--- src/rtl/mul_pkg.sv ---
// mul_pkg: shared constants, sideband type and level-count helper for the multiplier back-end
package mul_pkg;
    localparam int MUL_XLEN  = 32;
    localparam int MUL_TAG_W = 5;
    typedef struct packed {
        logic                 sel_msb;
        logic [MUL_TAG_W-1:0] tag;
    } mul_side_t;
    function automatic int mul_lvls(input int npp);
        return $clog2(npp);
    endfunction
endpackage

--- src/rtl/mul_add_level.sv ---
// mul_add_level: one registered level of the adder tree, pairwise sums plus valid/sideband
module mul_add_level import mul_pkg::*; #(
    parameter int  WIDTH  = 64,
    parameter int  N_IN   = 4,
    parameter type side_t = mul_side_t
) (
    input  logic                      clk,
    input  logic                      reset_n,
    input  logic                      i_valid,
    input  logic [N_IN*WIDTH-1:0]     i_data,
    input  side_t                     i_side,
    input  logic                      i_adv,
    input  logic                      i_flush,
    output logic                      o_valid,
    output logic [N_IN/2*WIDTH-1:0]   o_data,
    output side_t                     o_side
);
    localparam int N_OUT = N_IN / 2;
    logic [N_OUT*WIDTH-1:0] w_sum;
    logic                   r_valid;
    logic [N_OUT*WIDTH-1:0] r_data;
    side_t                  r_side;
    for (genvar k = 0; k < N_OUT; k++) begin : g_sum
        assign w_sum[k*WIDTH +: WIDTH] = i_data[2*k*WIDTH +: WIDTH] + i_data[(2*k+1)*WIDTH +: WIDTH];
    end
    // data only moves with a valid entry, so a bubble leaves the old sum in place
    always_ff @(posedge clk or negedge reset_n) begin
        if (!reset_n) begin
            r_valid <= 1'b0;
            r_data  <= '0;
            r_side  <= '0;
        end else if (i_flush) begin
            r_valid <= 1'b0;
        end else if (i_adv) begin
            r_valid <= i_valid;
            if (i_valid) begin
                r_data <= w_sum;
                r_side <= i_side;
            end
        end
    end
    assign o_valid = r_valid;
    assign o_data  = r_data;
    assign o_side  = r_side;
endmodule

--- src/rtl/mul_reduce_pipe.sv ---
// mul_reduce_pipe: pops partial-product entries, reduces them in a registered adder tree
// and hands the selected result half downstream over valid/ready
module mul_reduce_pipe import mul_pkg::*; #(
    parameter int XLEN  = MUL_XLEN,
    parameter int NPP   = 4,
    parameter int TAG_W = MUL_TAG_W
) (
    input  logic                  clk,
    input  logic                  reset_n,
    input  logic [NPP*2*XLEN-1:0] pp_i,
    input  logic                  sel_msb_i,
    input  logic [TAG_W-1:0]      tag_i,
    input  logic                  empty_i,
    output logic                  pop_o,
    input  logic                  flush_i,
    output logic [XLEN-1:0]       res_o,
    output logic [TAG_W-1:0]      tag_o,
    output logic                  res_valid_o,
    input  logic                  res_ready_i,
    output logic                  busy_o
);
    localparam int W = 2 * XLEN;
    localparam int L = mul_lvls(NPP);
    typedef struct packed {
        logic             sel_msb;
        logic [TAG_W-1:0] tag;
    } side_t;
    // all level outputs packed back to back; level j starts at word NPP-(NPP>>j)
    logic [(NPP-1)*W-1:0] w_tree;
    logic [L-1:0]         w_valid;
    logic [L:0]           w_adv;
    side_t                w_side [L];
    logic [W-1:0]         w_last;
    always_comb begin
        w_adv[L] = res_ready_i;
        for (int i = L - 1; i >= 0; i--) w_adv[i] = !w_valid[i] || w_adv[i+1];
    end
    for (genvar j = 0; j < L; j++) begin : g_lvl
        logic [(NPP>>j)*W-1:0] w_in;
        logic                  w_in_valid;
        side_t                 w_in_side;
        if (j == 0) begin : g_src
            assign w_in       = pp_i;
            assign w_in_valid = pop_o;
            assign w_in_side  = {sel_msb_i, tag_i};
        end else begin : g_src
            assign w_in       = w_tree[(NPP-(NPP>>(j-1)))*W +: (NPP>>j)*W];
            assign w_in_valid = w_valid[j-1];
            assign w_in_side  = w_side[j-1];
        end
        mul_add_level #(.WIDTH(W), .N_IN(NPP>>j), .side_t(side_t)) u_lvl (
            .clk     (clk),
            .reset_n (reset_n),
            .i_valid (w_in_valid),
            .i_data  (w_in),
            .i_side  (w_in_side),
            .i_adv   (w_adv[j]),
            .i_flush (flush_i),
            .o_valid (w_valid[j]),
            .o_data  (w_tree[(NPP-(NPP>>j))*W +: (NPP>>(j+1))*W]),
            .o_side  (w_side[j])
        );
    end
    // reset_n gates the pop so the FIFO is never drained while held in reset
    assign pop_o       = reset_n && !empty_i && w_adv[0] && !flush_i;
    assign w_last      = w_tree[(NPP-2)*W +: W];
    assign res_o       = w_side[L-1].sel_msb ? w_last[W-1:XLEN] : w_last[XLEN-1:0];
    assign tag_o       = w_side[L-1].tag;
    assign res_valid_o = w_valid[L-1];
    assign busy_o      = |w_valid;
endmodule

--- config.mk ---
export PLATFORM = sky130hd
export DESIGN_NAME = mul_reduce_pipe
export DESIGN_NICKNAME = d
export VERILOG_FILES = /design/src/rtl/mul_pkg.sv /design/src/rtl/mul_add_level.sv /design/src/rtl/mul_reduce_pipe.sv
export SDC_FILE = /design/constraint.sdc
export NUM_CORES = 1
export LEC_CHECK = 0
export BUFFER_PORTS_ARGS = -buffer_cell sky130_fd_sc_hd__buf_4
export CAP_MARGIN = 40
export CORE_ASPECT_RATIO = 1.5
export CORE_MARGIN = 4
export CORE_UTILIZATION = 52
export CTS_CLUSTER_DIAMETER = 60
export DETAILED_ROUTE_END_ITERATION = 10
export GPL_ROUTABILITY_DRIVEN = 1
export PLACE_DENSITY = 0.77
export SKIP_LAST_GASP = 1
export SLEW_MARGIN = 20
export SYNTH_ARGS = -nofsm -noshare
export SYNTH_HDL_FRONTEND = slang
export SYNTH_SLANG_ARGS = --single-unit
--- constraint.sdc ---
create_clock -name clk -period 3.4 [get_ports clk]
set_clock_uncertainty 0.15 [all_clocks]
set_input_delay 0 -clock clk [delete_from_list [all_inputs] [get_ports clk]]
set_output_delay 0 -clock clk [all_outputs]
set_load 0.03 [all_outputs]
==> reports/qor.txt, run 1 <==
Chip Width = 163 µm
Reg2Reg Setup Slack = 0.06 ns
Worst Tran Pin Value = 0.912 ns
Hold Slack = -0.0422 ns
Critical path arrival = 3.57 ns
Placeable Area = 35300 µm²
Drt first pass iters = 6
RR Endpoint = g_lvl[1].u_lvl.o_data[57]$_DFFE_PN0P_
Slew margin rel. = 39.2%
EDFF count, synth = 0
Final Hold Fails = 1
RD Place Congestion = 0.946
LEAKAGE = 12.1 nW
Period utilisation layout = 98.3%
Most frequent cells in the layout = 445 x buf_4, 395 x nand2_1, 267 x o21ai_0
Kind of critical path = primary input to flip-flop
Required @ worst endpoint = 3.63 ns
R2R depth = 15
Async SR Flop Fraction = 100%
Mean post-synth cell area = 7.87 µm²
Clock Power Share = 17.3%
Yosys reg bits = 206
Combinational Power Share = 56.0%
Syn Nets = 2839
Fmax achieved = 299 MHz
Failing checks = negative hold slack
Vias per cell = 5.92
Ports = 307
Most used cell along the critical path = buf_4
Clk sinks = 206
Clk root buf = clkbuf_16
DP Area = 22200 µm²
Largest net degree at the start of global routing = 153
CP max stage delay = 0.54 ns
Worst-path maximum fanout = 2
Outcome = complete, but fails checks
Vias = 20181
Final #Nets = 3379
DP Wirelength = 47.8 mm
CTS tree = done
Design area = 25300 µm²
Max clock buf depth = 3
Clk slew on worst S/H paths = 0.06 ns
Warnings from Yosys = 0
CP Cell Sequence = dlygate4sd3_1 -> buf_4 -> ha_1 -> nand3_1 -> a211oi_1 -> o21ai_2 -> a31oi_1 -> o211ai_1 -> buf_4 -> a2111o_1 -> a31oi_2 -> a21oi_1 -> o31ai_1 -> xnor2_1 -> o21ai_1
Sw power = 5.96 mW
Hold depth = 5
Pint = 7.94 mW
Final Setup Violations = 0
Most common cell after layout, fill and taps aside = buf_4
Crit path max-delay cell type = dlygate4sd3_1
Antenna viol nets, final = 0
Hold path start = pp_i[34]
First-pass GRT wire length = 100 mm
Top_reg_cell synth = dfrtp_1
Delay-heaviest family, CP = compound AO/OA/AOI/OAI gates
Chip height = 240 µm
Critical Path Start Type = primary input
H-tree Lvls = 1
Ant diodes = 0
Clock Latency Late Sink = 0.51 ns
Routed met3 length = 3.41 mm
Sw Share = 42.9%
Hold Path Class = primary input to flip-flop
Die area = 39200 µm²
Routed wl met2 = 32.7 mm
Hold Path Sink = g_lvl[0].u_lvl.o_data[34]$_DFFE_PN0P_
WL/cell = 18.8 µm
Seq/Total Area, Yosys = 27.5%
Routed wire length = 64.0 mm
Max-slew violations = 0
FF-to-FF Start = g_lvl[0].u_lvl.o_data[2]$_DFFE_PN0P_
Rows = 84
Mapped cell area = 18700 µm²
RSZ-0062 raised after global routing = yes
Total power density per cell area = 549 nW/µm²
Minimum clock period = 3.34 ns
Overall routing resource usage = 31.1%
Area Overhead vs Synth = 35.0%
Grt ovf = 0
CP bufs+invs = 3
DR top layer = met4
Final setup TNS = 0 ns
Met1 WL = 25.3 mm
Maximum VDD drop = 0.558 mV
Max Cap Violations = 0
IO Port Bufs = 306
Crit. Startpoint = pp_i[200]
Starting Density = 53.0%
Layout cells sized above 1 = 20.4%
Initial drt markers = 1630
CTS Buf Count = 22
Netlist cell types = 78
Antenna violations before repair = 1
Syn Inst Count = 2380
CP endpoint kind = flip-flop
Sequential power share = 26.7%
Vias in the first global route = 20208
DRC = 0
==> per-layer routing <==
| metal | up-vias | track usage [%] |
|---|---|---|
| met5 | - | 0 |
| met4 | 0 | 12.0 |
| met1 | 9534 | 37.6 |
| li1 | 9659 | - |
| met2 | 793 | 56.7 |
| met3 | 195 | 3.09 |
==> metrics by stage <==
step	hold slack (ns)	instances	power (mW)	setup slack [ns]	util, %
after detailed placement	-0.152	3159	10.9	-0.265	62.8
final	-0.0422	3408	13.9	0.0577	71.6
after CTS	0.000389	3403	13.7	-0.0126	70.7
after global placement	-0.155	3159	10.8	-0.285	62.8
after floorplan	-0.446	2380	8.21	0.204	-
after global routing	0.0112	3408	14.8	-0.0460	71.6
==> what timing repair did <==
action	CTS	global route
pin swaps	3	27
setup endpoints to repair	6	37
resized for setup	7	60
cloned	0	0
hold endpoints to repair	332	1
hold buffers	203	1
buffers inserted	2	7
==> cell usage after synthesis, types with 5 or more instances <==
master      n  area (µm²)
nand2_1   396        1490
o21ai_0   274        1370
a21oi_1   231        1160
dfrtp_1   206        5150
ha_1      189        2360
a21o_1    130         976
clkbuf_1  124         465
xnor2_1   114         998
nor2_1    105         394
xor2_1     68         596
nand4_1    63         394
inv_1      52         195
nand3_1    43         215
o21bai_1   39         293
mux2_2     32         360
nor3_1     28         140
o21a_1     24         180
a211oi_1   20         150
a31oi_1    19         119
nand2b_1   18         113
o21ai_1    18        90.1
nor2b_1    15        93.8
o31ai_1    15         113
and3_1     11        68.8
or3_1      11        68.8
o211ai_1   10        75.1
a221oi_1    7        61.3
and2_1      7        43.8
nor4_1      7        43.8
or2_2       6        37.5
and4_1      5        43.8
buf_4       5        37.5
o221ai_1    5        43.8
o31a_1      5        43.8
==> power groups by stage <==
stage | sequential [mW] | clock [mW] | combinational [mW]
3_3_place_gp | 3.68 | 0 | 7.07
4_1_cts | 3.69 | 2.44 | 7.54
2_1_floorplan | 3.53 | 0 | 4.69
6_report | 3.71 | 2.41 | 7.78
3_5_place_dp | 3.72 | 0 | 7.17
5_1_grt | 3.79 | 2.53 | 8.43
==> area by class of cell <==
| cell class | count | area [µm²] |
|---|---|---|
| Tap cell | 473 | 592 |
| Sequential cell | 206 | 5150 |
| Timing Repair Buffer | 652 | 5470 |
| Inverter | 53 | 203 |
| Fill cell | 2762 | 10000 |
| Clock inverter | 10 | 97.6 |
| Clock buffer | 29 | 628 |
| Multi-Input combinational cell | 1985 | 13200 |
==> kinds of logic (layout without fill, tap and decap cells) <==
logic type | Yosys count | in the layout | share of synthesized area (%)
adder cells (fa/ha/maj) | 192 | 192 | 12.9
multiplexers | 33 | 33 | 1.98
buffers and inverters | 189 | 744 | 3.91
XOR/XNOR | 182 | 182 | 8.51
flip-flops | 206 | 206 | 27.5
AND/OR/NAND/NOR | 728 | 728 | 17.4
AO/OA/AOI/OAI | 850 | 850 | 27.7
==> tightest hold or removal path: cells and delay by family <==
family                   cells  cell delay [ns]
buffers and inverters        2             0.22
adder cells (fa/ha/maj)      1             0.17
AO/OA/AOI/OAI                1             0.12
XOR/XNOR                     1             0.06
==> sequential cells by signal (all words and copies together) (netlist names) <==
register and count:
g_lvl.u_lvl.o_valid 2, g_lvl.u_lvl.o_side 12, g_lvl.u_lvl.o_data 192
==> worst max-delay path by stage <==
| stage | slack [ns] | endpoint | cells past startpoint |
|---|---|---|---|
| finish | 0.06 | g_lvl[0].u_lvl.o_data[124]$_DFFE_PN0P_ | 15 |
| global route | -0.05 | g_lvl[1].u_lvl.o_data[60]$_DFFE_PN0P_ | 15 |
| floorplan | 0.20 | g_lvl[1].u_lvl.o_data[60]$_DFFE_PN0P_ | 13 |
| detailed placement | -0.27 | g_lvl[1].u_lvl.o_data[60]$_DFFE_PN0P_ | 14 |
| global placement | -0.29 | g_lvl[1].u_lvl.o_data[60]$_DFFE_PN0P_ | 14 |
| CTS | -0.01 | g_lvl[1].u_lvl.o_data[60]$_DFFE_PN0P_ | 15 |
No activity file was read; power rests on OpenSTA's default activity.
==> run 2: changes to the inputs <==
--- a/config.mk
+++ b/config.mk
@@ -5,7 +5,7 @@
 export SDC_FILE = /design/constraint.sdc
 export NUM_CORES = 1
 export LEC_CHECK = 0
-export BUFFER_PORTS_ARGS = -buffer_cell sky130_fd_sc_hd__buf_4
+export BUFFER_PORTS_ARGS = -buffer_cell sky130_fd_sc_hd__buf_2
 export CAP_MARGIN = 40
 export CORE_ASPECT_RATIO = 1.5
 export CORE_MARGIN = 4
@@ -13,6 +13,7 @@
 export CTS_CLUSTER_DIAMETER = 60
 export DETAILED_ROUTE_END_ITERATION = 10
 export GPL_ROUTABILITY_DRIVEN = 1
+export HOLD_SLACK_MARGIN = 0.15
 export PLACE_DENSITY = 0.77
 export SKIP_LAST_GASP = 1
 export SLEW_MARGIN = 20
==> run 2 against run 1 <==
Compared with the run above: the run now ends clean; sequential share of layout area down 0.28 points; flip-flop and latch count stayed put; sequential power is essentially flat; clock power shrank 3%; non-clock buffer count is 110 higher; critical path depth is 1 higher; critical endpoint is now g_lvl[0].u_lvl.o_data[120]$_DFFE_PN0P_.
==> reports/qor.txt, run 2 (synthesis gave the netlist of run 1 again) <==
RR Endpoint = g_lvl[1].u_lvl.o_data[60]$_DFFE_PN0P_
Worst Tran Pin Value = 1.02 ns (+0.105 ns)
Largest register FFs = 192 (unchanged)
Worst-path maximum fanout = 2 (unchanged)
DRC = 0 (unchanged)
LEAKAGE = 12.4 nW (+2.0%)
Hold path start = pp_i[178]
Initial drt markers = 1809 (+11%)
Final setup TNS = 0 ns (unchanged)
Final Hold Fails = 0 (-1)
Vias per cell = 5.97 (+0.88%)
Maximum VDD drop = 0.576 mV (+3.1%)
Slew margin rel. = 32.2% (-7.0 points)
Placeable Area = 35300 µm² (unchanged)
Final worst slack = 0.0197 ns (-0.0380 ns)
Layout cells sized above 1 = 19.3% (-1.1 points)
Grt ovf = 0 (unchanged)
Antenna viol nets, final = 0 (unchanged)
WL/cell = 19.1 µm (+1.7%)
RSZ-0062 raised after global routing = yes
CP endpoint kind = flip-flop
Chip Width = 163 µm (unchanged)
Most frequent cells in the layout = 395 x nand2_1, 321 x dlygate4sd3_1, 305 x buf_2
Max-slew violations = 0 (unchanged)
Routed wire length = 67.2 mm (+5.0%)
First-pass GRT wire length = 106 mm (+5.5%)
Hold Path Sink = g_lvl[0].u_lvl.o_data[115]$_DFFE_PN0P_
Overall routing resource usage = 32.8% (+1.7 points)
Starting Density = 53.0% (unchanged)
Hold Path Class = primary input to flip-flop
H-tree Lvls = 1 (unchanged)
Chip height = 240 µm (unchanged)
CTS tree = done
Clk slew on worst S/H paths = 0.06 ns (about the same)
Area Overhead vs Synth = 36.9%
RD Place Congestion = 0.961 (+1.6%)
Drt first pass iters = 5 (-1)
Ports = 307 (unchanged)
Rows = 84 (unchanged)
DP Area = 21300 µm² (-3.9%)
Post-route insts no fill = 3519 (+3.3%)
Kind of critical path = primary input to flip-flop
Final Setup Violations = 0 (unchanged)
Minimum clock period = 3.38 ns (+0.0380 ns)
Vias = 21022 (+4.2%)
R2R depth = 13 (-2)
Place WS = -0.330 ns (-0.0649 ns)
Placed instance count = 3146 (-0.41%)
Period utilisation layout = 99.4% (+1.1 points)
Vias in the first global route = 21238 (+5.1%)
Reg2Reg Setup Slack = 0.07 ns (about the same)
Total power density per cell area = 541 nW/µm² (-1.5%)
Fin util = 72.6% (+1.0 points)
Clk root buf = clkbuf_16
Outcome = finished, final reports clean
Antenna violations before repair = 0 (-1)
Fmax achieved = 296 MHz (-1.1%)
Die area = 39200 µm² (unchanged)
Clock Latency Late Sink = 0.52 ns (about the same)
Max clock buf depth = 3 (unchanged)
IO Port Bufs = 306 (unchanged)
Largest net degree at the start of global routing = 165 (+7.8%)
Max Cap Violations = 0 (unchanged)
FF-to-FF Start = g_lvl[0].u_lvl.o_data[64]$_DFFE_PN0P_
Critical path arrival = 3.60 ns (+0.03 ns)
Hold depth = 7 (+2)
Final #Nets = 3489 (+3.3%)
Required @ worst endpoint = 3.62 ns (about the same)
Design area = 25700 µm² (+1.4%)
CTS Buf Count = 22 (unchanged)
FILL cells = 2611 (-5.5%)
Most common cell after layout, fill and taps aside = nand2_1
Clk sinks = 206 (unchanged)
Critical Path Start Type = primary input
DP Wirelength = 46.8 mm (-2.1%)
[run 2: cell count changes in the layout (fill, tap and decap cells not counted), moves of 3 or more]
cell           change
a31oi_2            -3
buf_2            +305
buf_4            -317
clkinv_2           +3
clkinvlp_4         -4
dlygate4sd3_1    +121
ha_1               -3
ha_2               +5
o21ai_0            -4
o21ai_1            +4
[run 2: worst max path at each step]
stage                                         start                                endpoint  slack (ns)  cells past startpoint
6_report                                  pp_i[128]  g_lvl[0].u_lvl.o_data[120]$_DFFE_PN0P_        0.02                     16
5_1_grt                                   pp_i[128]  g_lvl[0].u_lvl.o_data[120]$_DFFE_PN0P_       -0.18                     16
3_5_place_dp   g_lvl[0].u_lvl.o_data[0]$_DFFE_PN0P_   g_lvl[1].u_lvl.o_data[60]$_DFFE_PN0P_       -0.33                     14
3_3_place_gp   g_lvl[0].u_lvl.o_data[0]$_DFFE_PN0P_   g_lvl[1].u_lvl.o_data[60]$_DFFE_PN0P_       -0.21                     14
4_1_cts        g_lvl[0].u_lvl.o_data[0]$_DFFE_PN0P_   g_lvl[1].u_lvl.o_data[60]$_DFFE_PN0P_        0.01                     15
2_1_floorplan  g_lvl[0].u_lvl.o_data[0]$_DFFE_PN0P_   g_lvl[1].u_lvl.o_data[60]$_DFFE_PN0P_        0.20                     13
[run 2: timing repair]
item | 4_1_cts | 5_1_grt
setup endpoints to repair | 3 | 48
buffers inserted | 2 | 9
gates resized for setup | 5 | 73
pin swaps | 4 | 34
endpoints found under the hold margin | 354 | 0
hold buffers | 326 | 0
[run 2: critical path, stage by stage]
cell and delay (ns):
buf_2 0.10, ha_1 0.24, fa_1 0.43, a211oi_1 0.28, nor2_1 0.14, o21ai_2 0.20, a31oi_1 0.15, o211ai_1 0.21
buf_4 0.17, a2111o_1 0.25, a31oi_4 0.14, a31o_2 0.30, a21oi_1 0.19, xor2_1 0.15, dlygate4sd3_1 0.55, o21ai_0 0.09
[run 2: power by group]
group | total, mW | switching, mW | internal (mW)
clock | 2.33 | 1.02 | 1.31
sequential | 3.70 | 0.503 | 3.20
combinational | 7.84 | 4.49 | 3.35
[run 2: final cells by class]
cell class / count / area [µm²] / share of cell area [%]
diodes: 1 / 2.50 / 0.00976
clock buffers: 29 / 628 / 2.45
clock inverters: 10 / 68.8 / 0.268
inverters: 53 / 199 / 0.776
multi-input cells: 1985 / 13200 / 51.4
flip-flops and latches: 206 / 5150 / 20.1
well taps: 473 / 592 / 2.31
repair buffers: 762 / 5830 / 22.7
[run 2: routing by layer]
layer / vias up / wire, µm / track usage (%)
met1: 9864 / 25700 / 39.1
met3: 265 / 4340 / 3.40
met4: 0 / 3270 / 13.7
met2: 1015 / 33900 / 59.8
met5: - / 0 / 0
li1: 9878 / - / -
[run 2: metrics by stage]
| stage | hold WS, ns | power (mW) |
|---|---|---|
| floorplan | -0.446 | 8.21 |
| global placement | -0.195 | 10.5 |
| detailed placement | -0.190 | 10.6 |
| CTS | 0.152 | 13.6 |
| global route | 0.209 | 14.7 |
| finish | 0.180 | 13.9 |
